==> config.mk <==
export PLATFORM = sky130hd
export DESIGN_NAME = countdown_timer
export DESIGN_NICKNAME = d
export VERILOG_FILES = /design/src/rtl/time_pkg.sv /design/src/rtl/tick_prescaler.sv /design/src/rtl/countdown_timer.sv
export SDC_FILE = /design/constraint.sdc
export NUM_CORES = 1
export LEC_CHECK = 0
export BUFFER_PORTS_ARGS = -buffer_cell sky130_fd_sc_hd__buf_4
export CORE_UTILIZATION = 47
export DETAILED_ROUTE_END_ITERATION = 7
export PLACE_DENSITY = 0.75
export SLEW_MARGIN = 20
export SYNTH_ARGS = -nofsm -noshare
export SYNTH_HDL_FRONTEND = slang
export SYNTH_HIERARCHICAL = 1
export SYNTH_SLANG_ARGS = --single-unit
==> constraint.sdc <==
create_clock -name clk -period 1.9 [get_ports clk]
set_clock_uncertainty 0.05 [all_clocks]
set_input_delay 0.19 -clock clk [delete_from_list [all_inputs] [get_ports clk]]
set_output_delay 0.19 -clock clk [all_outputs]
set_load 0.02 [all_outputs]
==> src/rtl/time_pkg.sv <==
`default_nettype none
// ============================================================================
//  Module      : time_pkg
//  Description : Shared MM:SS field width, default limits and timer states.
//  Revision    : 1.0 - initial release
// ============================================================================
package time_pkg;

  localparam int FIELD_W     = 6;
  localparam int DEF_MAX_MIN = 59;
  localparam int DEF_MAX_SEC = 59;

  typedef logic [1:0] state_t;

  localparam state_t c_ST_IDLE    = 2'd0;
  localparam state_t c_ST_RUN     = 2'd1;
  localparam state_t c_ST_PAUSED  = 2'd2;
  localparam state_t c_ST_EXPIRED = 2'd3;

  typedef struct packed {
    logic [FIELD_W-1:0] mm;
    logic [FIELD_W-1:0] ss;
  } mmss_t;

  function automatic logic mmss_is_zero(input mmss_t v);
    return (v.mm == '0) && (v.ss == '0);
  endfunction

endpackage
`default_nettype wire

==> src/rtl/tick_prescaler.sv <==
`default_nettype none
// ============================================================================
//  Module      : tick_prescaler
//  Description : Divides clk by TICK_DIV while enabled; one-cycle tick output.
//  Revision    : 1.0 - initial release
// ============================================================================
module tick_prescaler #(
  parameter int TICK_DIV = 1
) (
  input  logic clk,
  input  logic rst_n,
  input  logic en,
  input  logic clr,
  output logic tick
);

  localparam int c_CNT_W = (TICK_DIV > 1) ? $clog2(TICK_DIV) : 1;
  localparam logic [c_CNT_W-1:0] c_LAST = c_CNT_W'(TICK_DIV - 1);

  logic [c_CNT_W-1:0] r_cnt;
  logic               w_at_last;

  assign w_at_last = (r_cnt == c_LAST);

  always_ff @(posedge clk) begin
    if (!rst_n) begin
      r_cnt <= '0;
    end else if (clr) begin
      r_cnt <= '0;
    end else if (en) begin
      r_cnt <= w_at_last ? '0 : r_cnt + 1'b1;
    end
  end

  // The count sits at zero when TICK_DIV is 1, so every enabled cycle ticks.
  assign tick = en & w_at_last;

endmodule
`default_nettype wire

==> src/rtl/countdown_timer.sv <==
`default_nettype none
// ============================================================================
//  Module      : countdown_timer
//  Description : Loadable MM:SS down-counter with pause/resume and sticky done.
//  Revision    : 1.0 - initial release
// ============================================================================
module countdown_timer
  import time_pkg::*;
#(
  parameter int TICK_DIV = 1,
  parameter int MAX_MIN  = DEF_MAX_MIN,
  parameter int MAX_SEC  = DEF_MAX_SEC
) (
  input  logic               clk,
  input  logic               rst_n,
  input  logic               load,
  input  logic [FIELD_W-1:0] load_min,
  input  logic [FIELD_W-1:0] load_sec,
  input  logic               start,
  input  logic               pause,
  input  logic               clr_done,
  output logic [FIELD_W-1:0] min,
  output logic [FIELD_W-1:0] sec,
  output logic               running,
  output logic               done,
  output logic               load_err
);

  localparam logic [FIELD_W-1:0] c_MAX_MIN = FIELD_W'(MAX_MIN);
  localparam logic [FIELD_W-1:0] c_MAX_SEC = FIELD_W'(MAX_SEC);

  state_t r_state;
  state_t w_state_nxt;
  mmss_t  r_val;
  logic   r_done;
  logic   r_load_err;

  logic   w_is_run;
  logic   w_load_req;
  logic   w_load_ok;
  logic   w_pause_ok;
  logic   w_start_ok;
  logic   w_tick;
  logic   w_expire;
  logic   w_clr_done;

  assign w_is_run   = (r_state == c_ST_RUN);

  // Any load outside RUN owns the cycle, whether it is accepted or rejected.
  assign w_load_req = load & ~w_is_run;
  assign w_load_ok  = w_load_req & (load_min <= c_MAX_MIN) & (load_sec <= c_MAX_SEC);

  assign w_pause_ok = pause & w_is_run;
  assign w_start_ok = start & ~pause & ~w_load_req & ~mmss_is_zero(r_val) &
                      ((r_state == c_ST_IDLE) | (r_state == c_ST_PAUSED));

  tick_prescaler #(
    .TICK_DIV (TICK_DIV)
  ) u_prescaler (
    .clk   (clk),
    .rst_n (rst_n),
    .en    (w_is_run & ~pause),
    .clr   (w_start_ok | w_load_ok),
    .tick  (w_tick)
  );

  // RUN never holds 00:00, so 00:01 is the only value that expires on a tick.
  assign w_expire   = w_tick & (r_val.mm == '0) & (r_val.ss == FIELD_W'(1));
  assign w_clr_done = w_load_ok | (clr_done & ~w_load_req);

  always_ff @(posedge clk) begin
    if (!rst_n) begin
      r_state <= c_ST_IDLE;
    end else begin
      r_state <= w_state_nxt;
    end
  end

  always_comb begin
    w_state_nxt = r_state;
    if (w_load_ok) begin
      w_state_nxt = c_ST_IDLE;
    end else begin
      case (r_state)
        c_ST_IDLE, c_ST_PAUSED: begin
          if (w_start_ok) begin
            w_state_nxt = c_ST_RUN;
          end
        end
        c_ST_RUN: begin
          if (w_pause_ok) begin
            w_state_nxt = c_ST_PAUSED;
          end else if (w_expire) begin
            w_state_nxt = c_ST_EXPIRED;
          end
        end
        default: w_state_nxt = r_state;
      endcase
    end
  end

  always_comb begin
    running  = w_is_run;
    min      = r_val.mm;
    sec      = r_val.ss;
    done     = r_done;
    load_err = r_load_err;
  end

  always_ff @(posedge clk) begin
    if (!rst_n) begin
      r_val <= '0;
    end else if (w_load_ok) begin
      r_val.mm <= load_min;
      r_val.ss <= load_sec;
    end else if (w_tick) begin
      if (r_val.ss != '0) begin
        r_val.ss <= r_val.ss - 1'b1;
      end else begin
        r_val.ss <= c_MAX_SEC;
        r_val.mm <= r_val.mm - 1'b1;
      end
    end
  end

  // Expiry takes precedence over a coincident clear.
  always_ff @(posedge clk) begin
    if (!rst_n) begin
      r_done <= 1'b0;
    end else if (w_expire) begin
      r_done <= 1'b1;
    end else if (w_clr_done) begin
      r_done <= 1'b0;
    end
  end

  always_ff @(posedge clk) begin
    if (!rst_n) begin
      r_load_err <= 1'b0;
    end else begin
      r_load_err <= w_load_req & ~w_load_ok;
    end
  end

endmodule
`default_nettype wire
### After elaboration in Yosys (flattened, before gate mapping)

Index checks and enable logic that the tools add are counted.

| storage, ports and cells | value |
|---|---|
| register bits | 17 |
| word-level logic and storage cells | 65 |
| input port bits | 18 |
| output and inout bits | 15 |

| cells by class | value |
|---|---|
| muxes and demuxes | 11 |
| reductions and logical operators | 13 |
| order comparisons | 2 |
| add/subtract/negate cells | 3 |
| eq/ne operators | 6 |
| bitwise logic cells | 24 |

Operators with widths:

| kind | count |
|---|---|
| $mux 12 | 2 |
| $and 1x1->1 | 14 |
| $le 6x6->1 const B | 2 |
| $logic_not 6->1 | 2 |
| $mux 6 | 2 |
| $sub 6x1->6 const B | 2 |
| $not 1->1 | 7 |
| $eq 6x1->1 const B | 1 |
| $mux 2 | 3 |
| $reduce_bool 2->1 | 3 |
| $reduce_bool 6->1 | 1 |
| $reduce_or 2->1 | 3 |
| $ne 2x2->1 const B | 2 |
| $pmux 2 s2 | 1 |
| $mux 1 | 3 |
| $ne 3x1->1 const B | 1 |
| $or 1x1->1 | 3 |
| $reduce_and 3->1 | 1 |
| $eq 2x1->1 const B | 1 |
| $eq 2x2->1 const B | 1 |
| $logic_not 2->1 | 1 |
| $reduce_and 2->1 | 1 |
| $add 1x1->1 const B | 1 |
| $logic_and 1x1->1 | 1 |

### Logic depth before layout (Yosys ltp)

Gate-level depths: netlist of the first run.

| depth | value |
|---|---|
| depth after elaboration | 9 |
| depth in mapped cells | 9 |
| mapped depth without buffers | 6 |

### Cells and area by module

The synthesis of the first run kept the hierarchy.

Modules (own cells, without submodules):

| module | cells an instance | instances | area an instance (um^2) | sequential area each (um^2) |
|---|---|---|---|---|
| countdown_timer | 119 | 1 | 991.0 | 320.3 |
| tick_prescaler | 1 | 1 | 7.5 | 0.0 |

### Worst setup path after synthesis of the first run

Ideal clock, no wire load.

| timing | value |
|---|---|
| kind | register to register |
| start | register r_val, in the netlist sec[0] |
| end | register r_val, in the netlist sec[0] |
| data required time | 1.735 ns |
| cell stages (with the launch flop) | 7 |
| arrival | 1.505 ns |
| buffers on the path | 0 |
| slack | 0.230 ns |
| library setup time | 0.115 ns |
| period minus slack after synthesis | 1.670 ns |
| path through | dfxtp_1 -> inv_1 -> ha_1 -> nor2b_1 -> a21bo_2 -> o211a_1 -> o21a_1 |

| on the way | value |
|---|---|
| cells in the longest elaborated chain, start to end | 4 |

Ends and longest elaborated chain:

| item | RTL line | source |
|---|---|---|
| start, declared | countdown_timer.sv:34 | `mmss_t r_val;` |
| $sub 6x1->6 or $reduce_bool 6->1 (tied branches) | countdown_timer.sv:118, countdown_timer.sv:117 |  |
| $mux 6 (*) | countdown_timer.sv:117 | `if (r_val.ss != '0) begin` |
| $mux 12 (*) | countdown_timer.sv:116 | `end else if (w_tick) begin` |
| $mux 12 (*) | countdown_timer.sv:113 | `end else if (w_load_ok) begin` |

Mark *: on every way between the ends. The rest lies on a longest branch, timed or not. The select of a mux whose other input is x is not followed.
A chain may end at the register's enable or synchronous reset.

### Worst setup path after layout of the first run

| timing | value |
|---|---|
| start | register r_state[1] |
| end | register r_val, in the netlist min[5] |

| on the way | value |
|---|---|
| cells in the longest elaborated chain, start to end | 7 |

Ends and longest elaborated chain:

| item | RTL line | source |
|---|---|---|
| start, declared | countdown_timer.sv:32 | `state_t r_state;` |
| start signal, assigned | countdown_timer.sv:73 | `r_state <= c_ST_IDLE;` |
| start signal, assigned | countdown_timer.sv:75 | `r_state <= w_state_nxt;` |
| $eq 2x1->1 (*) | countdown_timer.sv:47 | `assign w_is_run = (r_state == c_ST_RUN);` |
| $not 1->1 | countdown_timer.sv:50 | `assign w_load_req = load & ~w_is_run;` |
| $and 1x1->1 | countdown_timer.sv:50 |  |
| $and 1x1->1 (2 in a row) | countdown_timer.sv:51 | `assign w_load_ok = w_load_req & (load_min <= c_MAX_MIN) & (load_sec <= c_MAX_SEC);` |
| $ne 2x2->1 (no line) or $reduce_bool 2->1 (tied branches) | -- |  |
| $reduce_and 2->1 (no line) | -- |  |

Mark *: on every way between the ends. The rest lies on a longest branch, timed or not.

==> results of run 1 <==
==> metal layers <==
metal / routed length [um] / vias up / GRT usage (%)
met1: 997 / 445 / 24.1
met5: 0 / - / 0
met4: 68 / 0 / 16.7
met3: 96 / 6 / 7.17
met2: 1050 / 26 / 34.6
li1: - / 485 / -
==> sequential cells by signal, indices dropped and copies added (netlist names) <==
name / cells
r_state: 2
min: 6
done: 1
sec: 6
load_err: 1
==> cell usage in the layout, fill, tap and decap left out, drive strengths merged, types with 2 or more instances in the layout <==
cell and n:
nand2 10, buf 34, o21a 2, dfxtp 16, nand4 5, nor4b 3
o21ai 9, nand3 7, nor3 5, nor2 7, xnor2 3, o211a 3
nor2b 3, o22ai 3, inv 8, ha 4, xor2 4, clkbuf 4
a21oi 8
==> worst paths after layout <==
check                                from             endpoint  slack [ns]  depth (start not counted)
setup reg to reg  r_state[1]$_SDFFE_PP0P_  min[5]$_SDFFE_PN0P_        0.19                          6
hold reg to reg         done$_SDFFE_PN0P_    done$_SDFFE_PN0P_        0.43                          2
hold / removal                load_sec[2]  sec[2]$_SDFFE_PN0P_        0.08                          2
setup / recovery  r_state[1]$_SDFFE_PP0P_  min[5]$_SDFFE_PN0P_        0.19                          6
==> cell type report <==
class	instances	area share [%]
Clock buffer	4	2.87
Multi-Input combinational cell	88	46.5
Tap cell	27	2.67
Sequential cell	16	25.3
Timing Repair Buffer	34	20.2
Inverter	8	2.38
==> through the flow <==
| step | instance area, sq um | setup slack, ns | power (uW) |
|---|---|---|---|
| 3_3_place_gp | 1230 | 0.282 | 612 |
| 4_1_cts | 1260 | 0.206 | 849 |
| 3_5_place_dp | 1230 | 0.209 | 615 |
| 6_report | 1260 | 0.186 | 843 |
| 5_1_grt | 1260 | 0.0451 | 887 |
| 2_1_floorplan | 995 | 0.230 | 532 |
==> where the power goes <==
group	switching, uW	leakage (uW)	internal, uW	total, uW
logic	112	0.000416	104	217
registers	33.5	0.000132	358	391
clock network	118	0.0000210	117	235
==> reports/qor.txt, run 1 <==
Total of max-cap violations -> 0
Leakage -> 0.000569 uW
Die Width -> 48.0 um
Part of the cycle the worst path needs -> 90.2%
Outcome -> complete, no violations
Clock sink total -> 16
Fill cell instance count of the final layout -> 176
Average detailed-routed wire length per instance -> 12.5 um
CTS Buf Count -> 3
TritonCTS clock tree -> built
Synthesized area per cell -> 8.36 sq um
DP HPWL -> 1.71 mm
Number of antenna violations at the first check in global routing -> 0
Clock latency reported for the late side of the worst-skew pair -> 0.30 ns
Number of buffers inserted by port buffering -> 32
Final critical path time including I/O delays and setup -> 1.71 ns
Worst path arrival time -> 1.86 ns
Final core utilization -> 63.8%
Power density of the placed cells -> 667 nW/um^2
Category of the critical setup timing path -> reg2reg
Longest Clk Path Bufs -> 2
GRT Total Usage -> 21.9%
Post-Synthesis Cells -> 119
Number of inserted diodes -> 0
Delay of the slowest cell on the worst path -> 0.33 ns
Setup crit start kind -> register
Slowest cell on the critical path -> dfxtp_1
Placement row count -> 16
Via count of the first global-routing pass -> 795
Core region area -> 1980 sq um
Cell area after technology mapping -> 995 sq um
Number of hold-repair buffers added at the cts stage -> 0
CTS-repair resized insts -> 0
DRT antenna net count -> 0
Final std cells w/o fill -> 177
Layout cell share with drive strength beyond 1 -> 30.0%
Total die area -> 2300 sq um
Via count of the routed design -> 962
Total congestion overflow -> 0
Detailed-route vias per instance -> 5.44
Unrepaired setup endpoints after global routing -> false
Maximum number of pins on one net before global-route repair -> 18
Wire length of the first global-routing pass -> 3.29 mm
Starting density of the core -> 50.2%
# IOs -> 33
Post-CTS Setup Repair Bufs -> 0
H-Tree Depth -> 1
Achievable Freq -> 584 MHz
Net count reported at finish -> 173
HP Class -> in2reg
Register clock-pin slew on the reported worst setup and hold paths -> 0.10 ns
Number of slew-limit violations in the final report -> 0
Warning count from the yosys run -> 6
CP Data Required Time -> 2.04 ns
Number of search-and-repair iterations in the first detailed-routing pass -> 4
Final-report setup violation count -> 0
Total wire length after detailed routing -> 2.21 mm
Critical path cell sequence -> nand2b_1 > nor2_1 > and3b_1 > and4_1 > xnor2_1 > a21oi_1
Y dimension of the die -> 48.0 um
Hold Vio Cnt, Final -> 0
Net Count, Synth -> 141
Combined area of the multi-input logic cells -> 588 sq um
Minimum hold slack -> 0.0837 ns
CP bufs+invs -> 0
Rel. slew slack -> 71.3%
Routability Congestion -> 0.844
Critical Path End Type -> register
DRC violation count after routing -> 0
Setup TNS Final -> 0 ns
Initial drt markers -> 13
Kind of cell adding the most delay to the critical path -> simple AND/OR/NAND/NOR gates
Placed Instances -> 173
Crit-path max FO -> 7
Area delta synth->final -> 27.0%
Storage cell area -> 320 sq um
CTS root buffer -> clkbuf_4
Worst voltage drop across the vdd grid -> 0.421 mV
Actual slew at the worst max-slew pin -> 0.425 ns
Power figures use the tool's default switching activity.
==> inputs of run 2 (changes only) <==
--- a/config.mk
+++ b/config.mk
@@ -7,6 +7,7 @@
 export LEC_CHECK = 0
 export BUFFER_PORTS_ARGS = -buffer_cell sky130_fd_sc_hd__buf_4
 export CORE_UTILIZATION = 47
+export CTS_BUF_LIST = sky130_fd_sc_hd__clkbuf_16
 export DETAILED_ROUTE_END_ITERATION = 7
 export PLACE_DENSITY = 0.75
 export SLEW_MARGIN = 20
==> run 2 against run 1 <==
Against the previous run:
- sequential share of layout area is 0.83 points lower
- final cell count is the same
- count of clock-buffer cells in the layout decreased by 1
- clock power is 79% higher
- first-iteration DRC count up 120%
- die area stayed put
- register-to-register slack is essentially flat
==> reports/qor.txt, run 2 (synthesis gave the netlist of run 1 again) <==
Combinational share of power -> 21.3% (was 25.7%)
Net count reported at finish -> 173 (unchanged)
Total wire length after detailed routing -> 2.35 mm (was 2.21 mm)
Clock sink total -> 16 (unchanged)
Average detailed-routed wire length per instance -> 13.3 um (was 12.5 um)
Total die area -> 2300 sq um (unchanged)
Critical Path End Type -> register (unchanged)
Unrepaired setup endpoints after global routing -> false (unchanged)
Die Width -> 48.0 um (unchanged)
Maximum number of pins on one net before global-route repair -> 18 (unchanged)
Via count of the first global-routing pass -> 849 (was 795)
# IOs -> 33 (unchanged)
Pint -> 743 uW (was 579 uW)
DRC violation count after routing -> 0 (unchanged)
Detailed-route vias per instance -> 5.44 (unchanged)
Share of total power in sequential cells -> 38.0% (was 46.4%)
Fraction of power consumed by the clock network -> 40.6% (was 27.9%)
Number of inserted diodes -> 0 (unchanged)
Minimum hold slack -> 0.138 ns (was 0.0837 ns)
Number of buffers inserted by port buffering -> 32 (unchanged)
Post-CTS Setup Repair Bufs -> 0 (unchanged)
Worst voltage drop across the vdd grid -> 0.660 mV (was 0.421 mV)
Starting density of the core -> 50.2% (unchanged)
DP HPWL -> 1.71 mm (unchanged)
Area delta synth->final -> 31.3% (was 27.0%)
Commonest cells after routing, fill and taps aside -> 34 x buf_4, 16 x dfxtp_1, 10 x nand2_1 (unchanged)
Leakage -> 0.000587 uW (was 0.000569 uW)
Via count of the routed design -> 962 (unchanged)
Worst path arrival time -> 1.80 ns (was 1.86 ns)
Most common cell after layout, fill and taps aside -> buf_4 (unchanged)
Placement row count -> 16 (unchanged)
H-Tree Depth -> 1 (unchanged)
Initial drt markers -> 28 (was 13)
Actual slew at the worst max-slew pin -> 0.485 ns (was 0.425 ns)
Clock latency reported for the late side of the worst-skew pair -> 0.25 ns (was 0.30 ns)
Number of slew-limit violations in the final report -> 0 (unchanged)
Hold Vio Cnt, Final -> 0 (unchanged)
Net switching share of the total power -> 28.0% (was 31.3%)
Crit-path max FO -> 7 (unchanged)
Sum of internal, switching and leakage power -> 1030 uW (was 843 uW)
Rel. slew slack -> 67.2% (was 71.3%)
Part of the cycle the worst path needs -> 90.7% (was 90.2%)
Setup TNS Final -> 0 ns (unchanged)
Core region area -> 1980 sq um (unchanged)
Final-report setup violation count -> 0 (unchanged)
Total of max-cap violations -> 0 (unchanged)
DRT antenna net count -> 0 (unchanged)
CTS Buf Count -> 3 (unchanged)
Y dimension of the die -> 48.0 um (unchanged)
Number of hold-repair buffers added at the cts stage -> 0 (unchanged)
Category of the critical setup timing path -> reg2reg (unchanged)
TritonCTS clock tree -> built (unchanged)
Final critical path time including I/O delays and setup -> 1.72 ns (was 1.71 ns)
Wire length of the first global-routing pass -> 3.50 mm (was 3.29 mm)
Power density of the placed cells -> 790 nW/um^2 (was 667 nW/um^2)
CP Data Required Time -> 1.98 ns (was 2.04 ns)
Net switching component of the power -> 290 uW (was 264 uW)
Number of search-and-repair iterations in the first detailed-routing pass -> 6 (was 4)
GRT Total Usage -> 23.0% (was 21.9%)
Total congestion overflow -> 0 (unchanged)
Number of antenna violations at the first check in global routing -> 0 (unchanged)
CTS-repair resized insts -> 0 (unchanged)
Register clock-pin slew on the reported worst setup and hold paths -> 0.05 ns (was 0.10 ns)
Longest Clk Path Bufs -> 2 (unchanged)
Placed Instances -> 173 (unchanged)
Routability Congestion -> 0.844 (unchanged)
HP Class -> in2reg (unchanged)
Final std cells w/o fill -> 177 (unchanged)
Setup crit start kind -> register (unchanged)
Layout cell share with drive strength beyond 1 -> 29.3% (was 30.0%)
Outcome -> complete, no violations (unchanged)
CTS root buffer -> clkbuf_16 (was clkbuf_4)
Achievable Freq -> 580 MHz (was 584 MHz)
## run 2: changes by cell type in the layout (fill, tap and decap cells not counted), sizes merged
cell    previous run  this run
clkinv             0         1
clkbuf             4         3
## run 2: power by group through the flow
stage	Sequential [uW]	Combinational [uW]	Clock [uW]
2_1_floorplan	418	114	0
3_3_place_gp	398	214	0
3_5_place_dp	399	217	0
4_1_cts	393	221	423
5_1_grt	397	241	440
6_report	393	220	420
## run 2: routing by layer
metal	wire length [um]	share of wire, %	GRT usage, %
met2	1200	51	39.2
met4	70	3.0	16.1
met3	88	3.7	7.17
met1	993	42	23.7
met5	0	0	0
## run 2: through the flow
step / setup slack, ns / util [%] / area (sq um)
floorplan: 0.230 / - / 995
global placement: 0.282 / 61.9 / 1230
detailed placement: 0.209 / 61.9 / 1230
CTS: 0.185 / 65.9 / 1310
global route: 0.0333 / 65.9 / 1310
finish: 0.177 / 65.9 / 1310
## run 2: worst paths after layout
kind                                         startpoint             endpoint  slack [ns]  depth (start not counted)
worst min register to register        done$_SDFFE_PN0P_    done$_SDFFE_PN0P_        0.43                          2
worst max register to register  r_state[1]$_SDFFE_PP0P_  min[4]$_SDFFE_PN0P_        0.18                          6
worst max-delay path            r_state[1]$_SDFFE_PP0P_  min[4]$_SDFFE_PN0P_        0.18                          6
worst min-delay path                        load_sec[2]  sec[2]$_SDFFE_PN0P_        0.14                          2
## run 2: final cells by class
| type | count | area (sq um) |
|---|---|---|
| fill | 174 | 676 |
| multi-input combinational | 88 | 588 |
| sequential | 16 | 320 |
| timing repair buffer | 34 | 255 |
| clock buffer | 3 | 75.1 |
| tap | 27 | 33.8 |
| inverter | 8 | 30.0 |
| clock inverter | 1 | 3.75 |
## run 2: worst max-delay path: stages, from the launching register on
cell,delay (ns)
dfxtp_1,0.31
nand2b_1,0.18
nor2_1,0.30
and3b_1,0.32
nand4_1,0.15
xor2_1,0.20
a21oi_1,0.09
